[src/rtl/scr1_trace_buf.sv]
// rtl/scr1_trace_buf.sv - SCR1 commit-trace record FIFO with overflow marker
// Optional SCR1_TRACE_TIMESTAMP_EN adds a 32-bit cycle stamp in record bits [103:72].
module scr1_trace_buf #(
  parameter int FIFO_DEPTH = 8
) (
  input  logic         clk,
  input  logic         rst_n,
  input  logic         trace_en,
  input  logic         update_pc_en,
  input  logic [31:0]  update_pc,
  input  logic         mprf_wr_en,
  input  logic [4:0]   mprf_wr_addr,
  input  logic [31:0]  mprf_wr_data,
  output logic         trc_vd,
  input  logic         trc_rdy,
`ifdef SCR1_TRACE_TIMESTAMP_EN
  output logic [103:0] trc_data,
`else
  output logic [71:0]  trc_data,
`endif
  output logic         trc_ovf_sticky,
  input  logic         trc_ovf_clr
);

`ifdef SCR1_TRACE_TIMESTAMP_EN
  localparam int REC_W = 104;
`else
  localparam int REC_W = 72;
`endif
  localparam int PTR_W = (FIFO_DEPTH > 1) ? $clog2(FIFO_DEPTH) : 1;
  localparam int CNT_W = PTR_W + 1;

  typedef enum logic {
    ST_NORMAL = 1'b0,
    ST_OVF    = 1'b1
  } state_t;

  state_t           state;
  state_t           state_nxt;
  logic [15:0]      drop_cnt;
  logic [15:0]      drop_cnt_nxt;
  logic [15:0]      drop_cnt_inc;
  logic [15:0]      mark_cnt;
  logic [REC_W-1:0] mem [FIFO_DEPTH];
  logic [PTR_W-1:0] wr_ptr;
  logic [PTR_W-1:0] rd_ptr;
  logic [CNT_W-1:0] count;
  logic             evt;
  logic             space;
  logic             push;
  logic             pop;
  logic             drop;
  logic             wr_flag;
  logic [71:0]      evt_base;
  logic [71:0]      mark_base;
  logic [REC_W-1:0] evt_rec;
  logic [REC_W-1:0] mark_rec;
  logic [REC_W-1:0] push_rec;

  assign evt     = trace_en & (update_pc_en | mprf_wr_en);
  // Space is judged on start-of-cycle occupancy; a same-cycle pop never frees a slot.
  assign space   = (count < CNT_W'(FIFO_DEPTH));
  assign trc_vd  = (count != '0);
  assign pop     = trc_vd & trc_rdy;
  assign wr_flag = mprf_wr_en & (mprf_wr_addr != 5'd0);

  assign drop_cnt_inc = (drop_cnt == 16'hFFFF) ? drop_cnt : drop_cnt + 16'd1;
  assign mark_cnt     = evt ? drop_cnt_inc : drop_cnt;

  assign evt_base  = {1'b0, 1'b0, wr_flag,
                      wr_flag ? mprf_wr_addr : 5'd0,
                      wr_flag ? mprf_wr_data : 32'd0,
                      update_pc};
  assign mark_base = {1'b0, 1'b1, 38'd0, 16'd0, mark_cnt};

`ifdef SCR1_TRACE_TIMESTAMP_EN
  logic [31:0] tstamp;

  always_ff @(posedge clk or negedge rst_n) begin
    if (!rst_n) begin
      tstamp <= 32'd0;
    end else begin
      tstamp <= tstamp + 32'd1;
    end
  end

  assign evt_rec  = {tstamp, evt_base};
  assign mark_rec = {tstamp, mark_base};
`else
  assign evt_rec  = evt_base;
  assign mark_rec = mark_base;
`endif

  always_comb begin
    state_nxt    = state;
    drop_cnt_nxt = drop_cnt;
    push         = 1'b0;
    push_rec     = evt_rec;
    drop         = 1'b0;
    case (state)
      ST_NORMAL: begin
        if (evt) begin
          if (space) begin
            push = 1'b1;
          end else begin
            drop         = 1'b1;
            drop_cnt_nxt = 16'd1;
            state_nxt    = ST_OVF;
          end
        end
      end
      ST_OVF: begin
        // The marker wins the free slot; a coincident event is dropped and counted in it.
        if (space) begin
          push         = 1'b1;
          push_rec     = mark_rec;
          drop         = evt;
          drop_cnt_nxt = 16'd0;
          state_nxt    = ST_NORMAL;
        end else if (evt) begin
          drop         = 1'b1;
          drop_cnt_nxt = drop_cnt_inc;
        end
      end
      default: begin
        state_nxt = ST_NORMAL;
      end
    endcase
  end

  always_ff @(posedge clk or negedge rst_n) begin
    if (!rst_n) begin
      state    <= ST_NORMAL;
      drop_cnt <= 16'd0;
    end else begin
      state    <= state_nxt;
      drop_cnt <= drop_cnt_nxt;
    end
  end

  always_ff @(posedge clk or negedge rst_n) begin
    if (!rst_n) begin
      trc_ovf_sticky <= 1'b0;
    end else if (drop) begin
      trc_ovf_sticky <= 1'b1;
    end else if (trc_ovf_clr) begin
      trc_ovf_sticky <= 1'b0;
    end
  end

  always_ff @(posedge clk or negedge rst_n) begin
    if (!rst_n) begin
      wr_ptr <= '0;
      rd_ptr <= '0;
      count  <= '0;
    end else begin
      if (push) begin
        wr_ptr <= (wr_ptr == PTR_W'(FIFO_DEPTH - 1)) ? '0 : wr_ptr + PTR_W'(1);
      end
      if (pop) begin
        rd_ptr <= (rd_ptr == PTR_W'(FIFO_DEPTH - 1)) ? '0 : rd_ptr + PTR_W'(1);
      end
      case ({push, pop})
        2'b10:   count <= count + CNT_W'(1);
        2'b01:   count <= count - CNT_W'(1);
        default: count <= count;
      endcase
    end
  end

  always_ff @(posedge clk) begin
    if (push) begin
      mem[wr_ptr] <= push_rec;
    end
  end

  assign trc_data = trc_vd ? mem[rd_ptr] : '0;

endmodule
[config.mk]
export PLATFORM = sky130hd
export DESIGN_NAME = scr1_trace_buf
export DESIGN_NICKNAME = d
export VERILOG_FILES = /design/src/rtl/scr1_trace_buf.sv
export SDC_FILE = /design/constraint.sdc
export NUM_CORES = 1
export LEC_CHECK = 0
export BUFFER_PORTS_ARGS = -buffer_cell sky130_fd_sc_hd__buf_2
export CAP_MARGIN = 20
export CORE_MARGIN = 3
export CORE_UTILIZATION = 35
export DETAILED_ROUTE_END_ITERATION = 7
export SYNTH_ARGS = -nofsm -noshare
export SYNTH_HDL_FRONTEND = slang
export SYNTH_SLANG_ARGS = --single-unit
[constraint.sdc]
create_clock -name clk -period 13.6 [get_ports clk]
set_input_delay 0.68 -clock clk [delete_from_list [all_inputs] [get_ports clk]]
set_output_delay 0.68 -clock clk [all_outputs]
set_load 0.005 [all_outputs]
==> results.sh, run 1 <==
export IMPL_synth_edff_count=568
export IMPL_io_buffer_count=148
export IMPL_setup_viol=0
export IMPL_start_util_pct=35.7
export IMPL_die_area_um2=72400
export IMPL_power_mw=5.91
export IMPL_synth_main_ff_cell="edfxtp_1"
export IMPL_skew_ps=22.8
export IMPL_fillers=6063
export IMPL_grt_pass1_wl_mm=82.7
export IMPL_syn_nets=1323
export IMPL_syn_area_um2=24200
export IMPL_start_kind="flip-flop"
export IMPL_final_cells=2382
export IMPL_final_common_cell="edfxtp_1"
export IMPL_fin_nets=1493
export IMPL_cts_root_buf="clkbuf_16"
export IMPL_path_clk_slew_ps=60
export IMPL_slew_viol_final=0
export IMPL_fmax_mhz=218
export IMPL_placed_cells=2259
export IMPL_io_pin_count=150
export IMPL_drc_errors=0
export IMPL_async_flop_share_pct=4.70
export IMPL_ys_types=72
export IMPL_dp_hpwl_mm=30.0
export IMPL_dr_pass1_iters=5
export IMPL_wl_met3_mm=2.89
export IMPL_worstSetupPathType="flip-flop to primary output"
export IMPL_routed_top_layer="met5"
export IMPL_hp_class="input port to asynchronous set/reset pin"
export IMPL_synthCells=1239
export IMPL_leakagePower_nw=9.49
export IMPL_yosysWarnings=0
export IMPL_vias=12300
export IMPL_grt_setup_unrepaired="no"
export IMPL_worst_pin_slew_ps=1030
export IMPL_path_max_fanout=47
export IMPL_viasPerCell=5.15
export IMPL_mostFrequentLayoutCells="568 x edfxtp_1, 148 x buf_2, 142 x mux4_2"
export IMPL_endpoint_kind="primary output"
export IMPL_slowest_delay_ps=820
export IMPL_outcome="finished, final reports clean"
export IMPL_worst_skew_pair_late_latency_ps=590
export IMPL_postCtsResizedCells=0
export IMPL_drt_total_wl_mm=55.2
export IMPL_layout_drive_gt1_share_pct=30.0
export IMPL_met2WireLength_mm=27.3
export IMPL_grt_pass1_vias=13000
export IMPL_htreeDepth=3
export IMPL_numCtsBuffers=66
export IMPL_post_cts_repair_setup_buffers=0
export IMPL_grt_overflow=0
export IMPL_synth_top_cell_by_area="edfxtp_1"
export IMPL_ys_ff_latch=596
export IMPL_avgSynthCellArea_um2=19.5
export IMPL_worst_path_most_repeated_cell="buf_4"
export IMPL_met1_length_mm=23.9
export IMPL_max_slew_margin_pct=31.3
export IMPL_rows=95
export IMPL_gp_congestion=0.772
export IMPL_first_iter_violations=915
export IMPL_cp_slowest_cell="buf_4"
export IMPL_synth_top_cell_area_share_pct=70.4
export IMPL_period_minus_slack_ps=4600
export IMPL_drtAntennaViolNets=0
export IMPL_hold_viol_final=0
export IMPL_ctsHoldBuffers=0
export IMPL_chipWidth_um=269
export IMPL_synth_area_leaders="edfxtp_1 70%, mux4_2 13%, mux2i_1 3.1%, dfrtp_1 2.9%, nor2_1 1.4%"
export IMPL_wire_per_inst_um=23.2
export IMPL_cp_cell_sequence="buf_4 -> buf_4 -> buf_16 -> mux4_2 -> mux2i_1 -> nor2_1 -> buf_2"
export IMPL_syn2layout_area_growth_pct=15.9
export IMPL_antenna_found_initial=3
export IMPL_yosysSeqAreaShare_pct=73.3
export IMPL_final_util_pct=41.4
export IMPL_cts_num_sinks=596
export IMPL_post_route_period_util_pct=33.8
export IMPL_cts_tree="yes"
export IMPL_clockBufferDepth=3
export IMPL_finalSetupTns_ps=0
export IMPL_pwr_density_cell_nw_per_um2=210
export IMPL_cap_viol_max_count=0
export IMPL_cp_data_required_time_ps=12920
export IMPL_ir_drop_v=0.000112
export IMPL_grt_max_degree=72
export IMPL_design_core_area_um2=67900
export IMPL_die_y_um=269
export IMPL_grt_use_total_pct=15.4
export IMPL_critPathArrivalTime_ps=3920
## layer usage
metal,vias to the layer above,GRT usage (%)
li1,5396,-
met1,6459,21.0
met2,335,25.6
met3,79,2.96
met4,4,4.08
met5,-,0
## power by group
part	switching, mW	internal, mW	leakage, nW	total (mW)
clock	0.700	0.961	0.976	1.66
combinational	0.972	0.787	2.96	1.76
sequential	0.143	2.34	5.56	2.49
## registers in the layout, summed over array words and instances (netlist names)
signal and count:
drop_cnt 16, wr_ptr 3, trc_ovf_sticky 1, mem 568
count 4, state 1, rd_ptr 3
## cell usage after synthesis, types with 3 or more instances
library cell / instances
and3_1: 6
ha_1: 8
a2bb2oi_1: 3
dfrtp_1: 28
nor4_4: 3
inv_1: 5
o22ai_1: 3
mux2i_1: 74
nand3_1: 14
a31oi_1: 10
o31ai_1: 4
o311ai_1: 3
and2_1: 55
edfxtp_1: 568
nor2_1: 93
o211ai_1: 5
nor3b_1: 5
xor2_1: 4
clkbuf_1: 33
or2_2: 3
a21o_1: 3
nor3_1: 15
a21oi_1: 11
or4_1: 6
o21ai_1: 4
buf_4: 4
or3_1: 7
nand4_1: 7
buf_1: 3
nand2b_1: 4
nand2_1: 19
buf_2: 26
mux4_2: 142
buf_6: 6
o21ai_0: 8
## worst paths after layout
path | start | to | slack, ps | cells after the start
max | rd_ptr[0]$_DFFE_PN0P_ | trc_data[69] | 9000 | 7
min in group clk | trc_ovf_clr | trc_ovf_sticky$_DFFE_PN0P_ | 300 | 2
min | rst_n | drop_cnt[12]$_DFFE_PN0P_ | 180 | 1
max reg2reg | count[3]$_DFFE_PN0P_ | mem[3][63]$_DFFE_PP_ | 10210 | 5
max in group asynchronous | rst_n | rd_ptr[0]$_DFFE_PN0P_ | 12830 | 1
min reg2reg | trc_ovf_sticky$_DFFE_PN0P_ | trc_ovf_sticky$_DFFE_PN0P_ | 540 | 2
## critical path: cells and delay by family (launching register included)
family	cells	cell delay (ps)
flip-flops	1	660
multiplexers	2	710
buffers and inverters	4	1800
AND/OR/NAND/NOR	1	110
## cell families (layout without fill, tap and decap cells)
| family | Yosys count | count (layout) | share of synthesized area (%) |
|---|---|---|---|
| xor+xnor | 5 | 5 | 0.181 |
| fa+ha+maj | 8 | 8 | 0.413 |
| other cells | 1 | 3 | 0.0155 |
| flops | 596 | 596 | 73.3 |
| simple gates | 254 | 254 | 5.77 |
| compound gates | 76 | 76 | 2.25 |
| mux | 220 | 220 | 16.4 |
| buf+inv | 79 | 299 | 1.61 |
## metrics by stage
stage / area [um2] / worst slack (ps) / hold slack (ps)
after detailed placement: 26000 / 9190 / 537
after global placement: 26000 / 9190 / 531
after global routing: 28100 / 8590 / 191
final: 28100 / 9000 / 183
after floorplan: 24200 / 5000 / 384
after CTS: 28000 / 8540 / 163
## area by class of cell
class                           instances  area (um2)  share of cell area, %
Antenna cell                            2        5.00                 0.0178
Clock buffer                           86        1770                   6.30
Clock inverter                         32         246                  0.878
Inverter                                7        26.3                 0.0936
Multi-Input combinational cell        564        6130                   21.8
Sequential cell                       596       17800                   63.3
Tap cell                              921        1150                   4.11
Timing Repair Buffer                  174         976                   3.48
(Power assumes the default switching activity.)
==> run 2: changes to the inputs <==
Clock period 13.6 ns to 3.9 ns, I/O delays scaled along.
==> run 2 against run 1 <==
  * First-iteration DRC count increased by 5.9%
  * Clock skew decreased by 0.53 ps
  * Worst setup slack got worse by 8400 ps
==> results.sh, run 2 (synthesis gave the netlist of run 1 again) <==
export IMPL_outcome="finished, final reports clean"
export IMPL_gp_congestion=0.784
export IMPL_top_regs="mem (568), drop_cnt (16), count (4)"
export IMPL_die_y_um=269
export IMPL_fmax_mhz=304
export IMPL_hold_viol_final=0
export IMPL_syn2layout_area_growth_pct=16.4
export IMPL_final_common_cell="edfxtp_1"
export IMPL_layout_drive_gt1_share_pct=30.7
export IMPL_slew_viol_final=0
export IMPL_cp_slowest_cell="dfrtp_4"
export IMPL_largest_register_ffs=568
export IMPL_chipWidth_um=269
export IMPL_io_buffer_count=148
export IMPL_placed_cells=2267
export IMPL_post_dp_cell_area_um2=26200
export IMPL_worstHoldStart="mprf_wr_data[22]"
export IMPL_fin_nets=1495
export IMPL_worst_pin_slew_ps=916
export IMPL_worstSetupPathType="flip-flop to primary output"
export IMPL_path_buf_inv=2
export IMPL_htreeDepth=2
export IMPL_cap_viol_max_count=0
export IMPL_ir_drop_v=0.000402
export IMPL_max_slew_margin_pct=38.4
export IMPL_met2WireLength_mm=26.5
export IMPL_rows=95
export IMPL_r2r_start="drop_cnt[0]$_DFFE_PN0P_"
export IMPL_grt_pass1_vias=12800
export IMPL_final_cells=2381
export IMPL_rr_endpoint="mem[0][3]$_DFFE_PP_"
export IMPL_rr_worst_depth=5
export IMPL_drt_total_wl_mm=54.1
export IMPL_wire_per_inst_um=22.7
export IMPL_grt_use_total_pct=15.0
export IMPL_cp_cell_sequence="buf_4 -> mux4_2 -> mux2i_1 -> nor2_1 -> buf_2"
export IMPL_numCtsBuffers=60
export IMPL_grt_pass1_wl_mm=80.5
export IMPL_largest_register="mem"
export IMPL_cts_tree="yes"
export IMPL_grt_overflow=0
export IMPL_path_clk_slew_ps=60
export IMPL_worst_skew_pair_late_latency_ps=600
export IMPL_drtAntennaViolNets=0
export IMPL_io_pin_count=150
export IMPL_period_minus_slack_ps=3290
export IMPL_grt_setup_unrepaired="no"
export IMPL_design_area_um2=28200
export IMPL_leakagePower_nw=9.53
export IMPL_mostFrequentLayoutCells="568 x edfxtp_1, 148 x buf_2, 142 x mux4_2"
export IMPL_grt_max_degree=52
export IMPL_skew_ps=22.2
export IMPL_dp_hpwl_mm=30.5
export IMPL_critPathTopFamily="flip-flops"
export IMPL_cts_num_sinks=596
export IMPL_final_util_pct=41.5
export IMPL_met1_length_mm=24.0
export IMPL_wl_met3_mm=2.82
export IMPL_postCtsResizedCells=0
export IMPL_whs_ps=52.0
export IMPL_slowest_delay_ps=950
export IMPL_worstHoldPathCells=2
export IMPL_start_kind="flip-flop"
export IMPL_critPathArrivalTime_ps=3090
export IMPL_r2r_setup_slack_ps=900
export IMPL_path_max_fanout=46
export IMPL_dr_pass1_iters=5
export IMPL_clockBufferDepth=3
export IMPL_design_core_area_um2=67900
export IMPL_post_route_period_util_pct=84.3
export IMPL_cp_data_required_time_ps=3700
export IMPL_vias=12300
export IMPL_first_iter_violations=969
export IMPL_pwr_density_cell_nw_per_um2=727
export IMPL_hp_class="input port to flip-flop"
export IMPL_diodes=0
export IMPL_cts_root_buf="clkbuf_16"
export IMPL_drc_errors=0
export IMPL_start_util_pct=35.7
export IMPL_antenna_found_initial=1
export IMPL_viasPerCell=5.15
export IMPL_fillers=5978
export IMPL_setup_viol=0
export IMPL_min_to="mem[4][54]$_DFFE_PP_"
export IMPL_endpoint_kind="primary output"
export IMPL_die_area_um2=72400
export IMPL_routed_top_layer="met4"
run 2: area by class of cell:
type	instances	area [um2]	share of cell area, %
Inverter	7	26.3	0.0932
Sequential cell	596	17800	63.0
Clock inverter	44	385	1.37
Clock buffer	67	1550	5.49
Timing Repair Buffer	182	1150	4.09
Tap cell	921	1150	4.09
Multi-Input combinational cell	564	6160	21.9
run 2: worst reg2reg max path, stage by stage (launching register included):
cell,delay (ps)
dfrtp_1,470
ha_1,370
nand4_1,280
nor4_4,610
nor3b_1,130
o31ai_1,800
run 2: repair_timing:
item | in CTS | in global routing
hold buffers | 3 | 0
endpoints found under the hold margin | 37 | 0
setup buffers | 0 | 0
run 2: layer usage:
layer | vias up | global-route usage [%]
met3 | 60 | 2.71
li1 | 5403 | -
met1 | 6458 | 20.7
met5 | - | 0
met2 | 335 | 25.2
met4 | 0 | 2.98
run 2: how the worst max path moves through the flow:
stage	cells after the start	start	to	slack (ps)
2_1_floorplan	4	state$_DFF_PN0_	mem[7][0]$_DFFE_PP_	-640
3_3_place_gp	5	rd_ptr[1]$_DFFE_PN0P_	trc_data[23]	1220
3_5_place_dp	5	drop_cnt[0]$_DFFE_PN0P_	mem[4][3]$_DFFE_PP_	1080
4_1_cts	5	rd_ptr[1]$_DFFE_PN0P_	trc_data[23]	550
5_1_grt	5	rd_ptr[1]$_DFFE_PN0P_	trc_data[23]	430
6_report	5	rd_ptr[1]$_DFFE_PN0P_	trc_data[23]	610
run 2: metrics by stage:
stage	power, mW	setup slack (ps)	TNS (ps)
final	20.5	611	0
after global routing	21.6	431	0
after CTS	20.9	547	0
after detailed placement	15.2	1080	0
after global placement	15.1	1220	0
after floorplan	12.8	-642	-225190
run 2: where the power goes:
part / switching, mW / internal [mW]
Sequential: 0.575 / 8.16
Combinational: 3.33 / 2.82
Clock: 2.35 / 3.25
==> run 3: changes to the inputs <==
Settings changed: ABC_AREA set to 1.
Clock period 3.9 ns to 3 ns, I/O delays scaled along.
==> run 3 against run 2 <==
  * Global-route usage up 1.3 points
  * Largest power group unchanged
  * Sequential cell count unchanged
  * Critical endpoint is now trc_data[8]
  * Synthesized cell count increased by 72%
  * Routed wire length up 14%
  * Clock power is 32% higher
  * Worst setup slack worse by 420 ps
  * Die area up 2.1%
==> results.sh, run 3 <==
export IMPL_setup_viol=0
export IMPL_cap_viol_max_count=0
export IMPL_synth_common_cells="650 x nor2_1, 568 x edfxtp_1, 297 x o21ai_0, 147 x nand2_1, 91 x inv_1"
export IMPL_critPathArrivalTime_ps=2650
export IMPL_synth_top_cell_by_area="edfxtp_1"
export IMPL_max_slew_margin_pct=38.1
export IMPL_design_area_um2=29200
export IMPL_synthCells=2133
export IMPL_final_common_cell="nor2_1"
export IMPL_grt_met3_usage_pct=2.99
export IMPL_synth_top_cell_area_share_pct=69.0
export IMPL_synth_main_ff_cell="edfxtp_1"
export IMPL_htreeDepth=2
export IMPL_async_flop_share_pct=4.70
export IMPL_grt_use_total_pct=16.3
export IMPL_path_clk_slew_ps=70
export IMPL_mostFrequentLayoutCells="642 x nor2_1, 568 x edfxtp_1, 297 x o21ai_0"
export IMPL_synth_area_leaders="edfxtp_1 69%, nor2_1 9.9%, o21ai_0 6.0%, dfrtp_1 2.8%, o32ai_1 2.5%"
export IMPL_pwr_density_cell_nw_per_um2=966
export IMPL_first_iter_violations=1261
export IMPL_syn2layout_area_growth_pct=18.1
export IMPL_grt_overflow=0
export IMPL_leakagePower_nw=10.4
export IMPL_rows=96
export IMPL_grt_setup_unrepaired="no"
export IMPL_antenna_found_initial=1
export IMPL_fmax_mhz=357
export IMPL_cts_num_sinks=596
export IMPL_syn_nets=2217
export IMPL_synth_most_common_cell="nor2_1"
export IMPL_syn_area_um2=24700
export IMPL_grtUsageMet2_pct=28.3
export IMPL_grt_pass1_vias=16500
export IMPL_drc_errors=0
export IMPL_cp_data_required_time_ps=2850
export IMPL_worst_skew_pair_late_latency_ps=620
export IMPL_period_minus_slack_ps=2800
export IMPL_hp_class="input port to flip-flop"
export IMPL_drt_total_wl_mm=61.5
export IMPL_slew_viol_final=0
export IMPL_use_met1_pct=21.0
export IMPL_hold_viol_final=0
export IMPL_clockBufferDepth=3
export IMPL_final_cells=3296
export IMPL_ys_types=30
export IMPL_grt_max_degree=111
export IMPL_grt_pass1_wl_mm=94.4
export IMPL_gp_congestion=0.798
export IMPL_dp_hpwl_mm=34.1
export IMPL_worst_pin_slew_ps=924
export IMPL_cts_tree="yes"
export IMPL_drtAntennaViolNets=0
export IMPL_outcome="finished, final reports clean"
export IMPL_ys_ff_latch=596
export IMPL_worst_slack_ps=195
export IMPL_pre_cts_slack_ps=605
export IMPL_die_area_um2=73900
export IMPL_grt_busiest_layer="met2"
export IMPL_worstSetupPathType="flip-flop to primary output"
export IMPL_whs_ps=50.9
export IMPL_numCtsBuffers=60
export IMPL_post_dp_cell_area_um2=26700
export IMPL_die_y_um=272
export IMPL_dr_pass1_iters=5
export IMPL_endpoint_kind="primary output"
export IMPL_placed_cells=3128
export IMPL_vias=16500
export IMPL_post_route_period_util_pct=93.5
export IMPL_yosysSeqAreaShare_pct=71.8
export IMPL_layout_drive_gt1_share_pct=12.9
export IMPL_start_kind="flip-flop"
export IMPL_largest_register="mem"
export IMPL_design_core_area_um2=69300
export IMPL_path_max_fanout=36
export IMPL_fin_nets=2397
export IMPL_fillers=6475
export IMPL_viasPerCell=5.00
export IMPL_avgSynthCellArea_um2=11.6
export IMPL_top_regs="mem (568), drop_cnt (16), count (4)"
export IMPL_io_buffer_count=148
export IMPL_yosysWarnings=0
export IMPL_synth_edff_count=568
export IMPL_largest_register_ffs=568
export IMPL_wire_per_inst_um=18.7
export IMPL_start_util_pct=35.7
export IMPL_ir_drop_v=0.000556
export IMPL_chipWidth_um=272
export IMPL_final_util_pct=42.2
export IMPL_cts_root_buf="clkbuf_16"
export IMPL_skew_ps=17.0
export IMPL_io_pin_count=150
-- run 3: cell types whose count changed after synthesis, moves of 40 or more --
cell	delta
nor2_1	+557
inv_1	+86
mux4_2	-142
o21ai_1	+79
o21ai_0	+289
mux2i_1	-74
clkbuf_1	+40
o32ai_1	+71
and2_1	-55
nand2_1	+128
-- run 3: cell type report --
cell class	instances	area (um2)	share of cell area, %
Clock inverter	41	410	1.40
Antenna cell	1	2.50	0.00856
Multi-Input combinational cell	1314	6050	20.7
Timing Repair Buffer	248	1920	6.58
Tap cell	931	1160	3.99
Sequential cell	596	17800	60.8
Inverter	93	362	1.24
Clock buffer	72	1550	5.29
-- run 3: worst paths after layout --
kind	end	slack, ps	depth (start not counted)	startpoint
max	trc_data[8]	200	6	count[3]$_DFFE_PN0P_
min	mem[2][49]$_DFFE_PP_	50	3	mprf_wr_data[17]
max reg2reg	mem[0][2]$_DFFE_PP_	570	7	drop_cnt[0]$_DFFE_PN0P_
min reg2reg	trc_ovf_sticky$_DFFE_PN0P_	530	2	trc_ovf_sticky$_DFFE_PN0P_
max in group asynchronous	rd_ptr[0]$_DFFE_PN0P_	2320	2	rst_n
min in group asynchronous	drop_cnt[13]$_DFFE_PN0P_	130	2	rst_n
-- run 3: logic make-up after synthesis --
logic type,after synthesis,synth area share [%]
buffers and inverters,223,4.13
AO/OA/AOI/OAI,456,10.3
AND/OR/NAND/NOR,841,13.1
adder cells (fa/ha/maj),8,0.405
XOR/XNOR,8,0.283
other,1,0.0152
flip-flops,596,71.8
-- run 3: timing repair --
action	in CTS	in global routing
endpoints found under the hold margin	390	1
setup endpoints to repair	0	9
hold buffers	48	2
gates resized for setup	0	3
setup buffers	0	1
-- run 3: worst max-delay path, stage by stage (launching register included) --
cell and delay, ps:
dfrtp_1 560, inv_1 150, nand3_4 130, buf_4 470
o21ai_0 170, nor2_1 350, buf_2 200
-- run 3: layer usage --
layer / part of all wire [%] / routed length (um)
met2: 49 / 30400
met1: 43 / 26700
met3: 5.1 / 3110
met5: 0 / 0
met4: 2.1 / 1280
-- run 3: power by group --
group          internal (mW)  switching [mW]  leakage [nW]  total [mW]
registers               10.6           0.380          5.57        11.0
logic                   3.20            6.66          3.91        9.87
clock network           4.29            3.13         0.948        7.41
total                   18.1            10.2          10.4        28.2
-- run 3: per-stage QoR --
stage / total power [mW] / setup TNS, ps
2_1_floorplan: 17.2 / -105000
3_3_place_gp: 20.8 / 0
3_5_place_dp: 21.0 / 0
4_1_cts: 28.5 / 0
5_1_grt: 30.1 / 0
6_report: 28.2 / 0
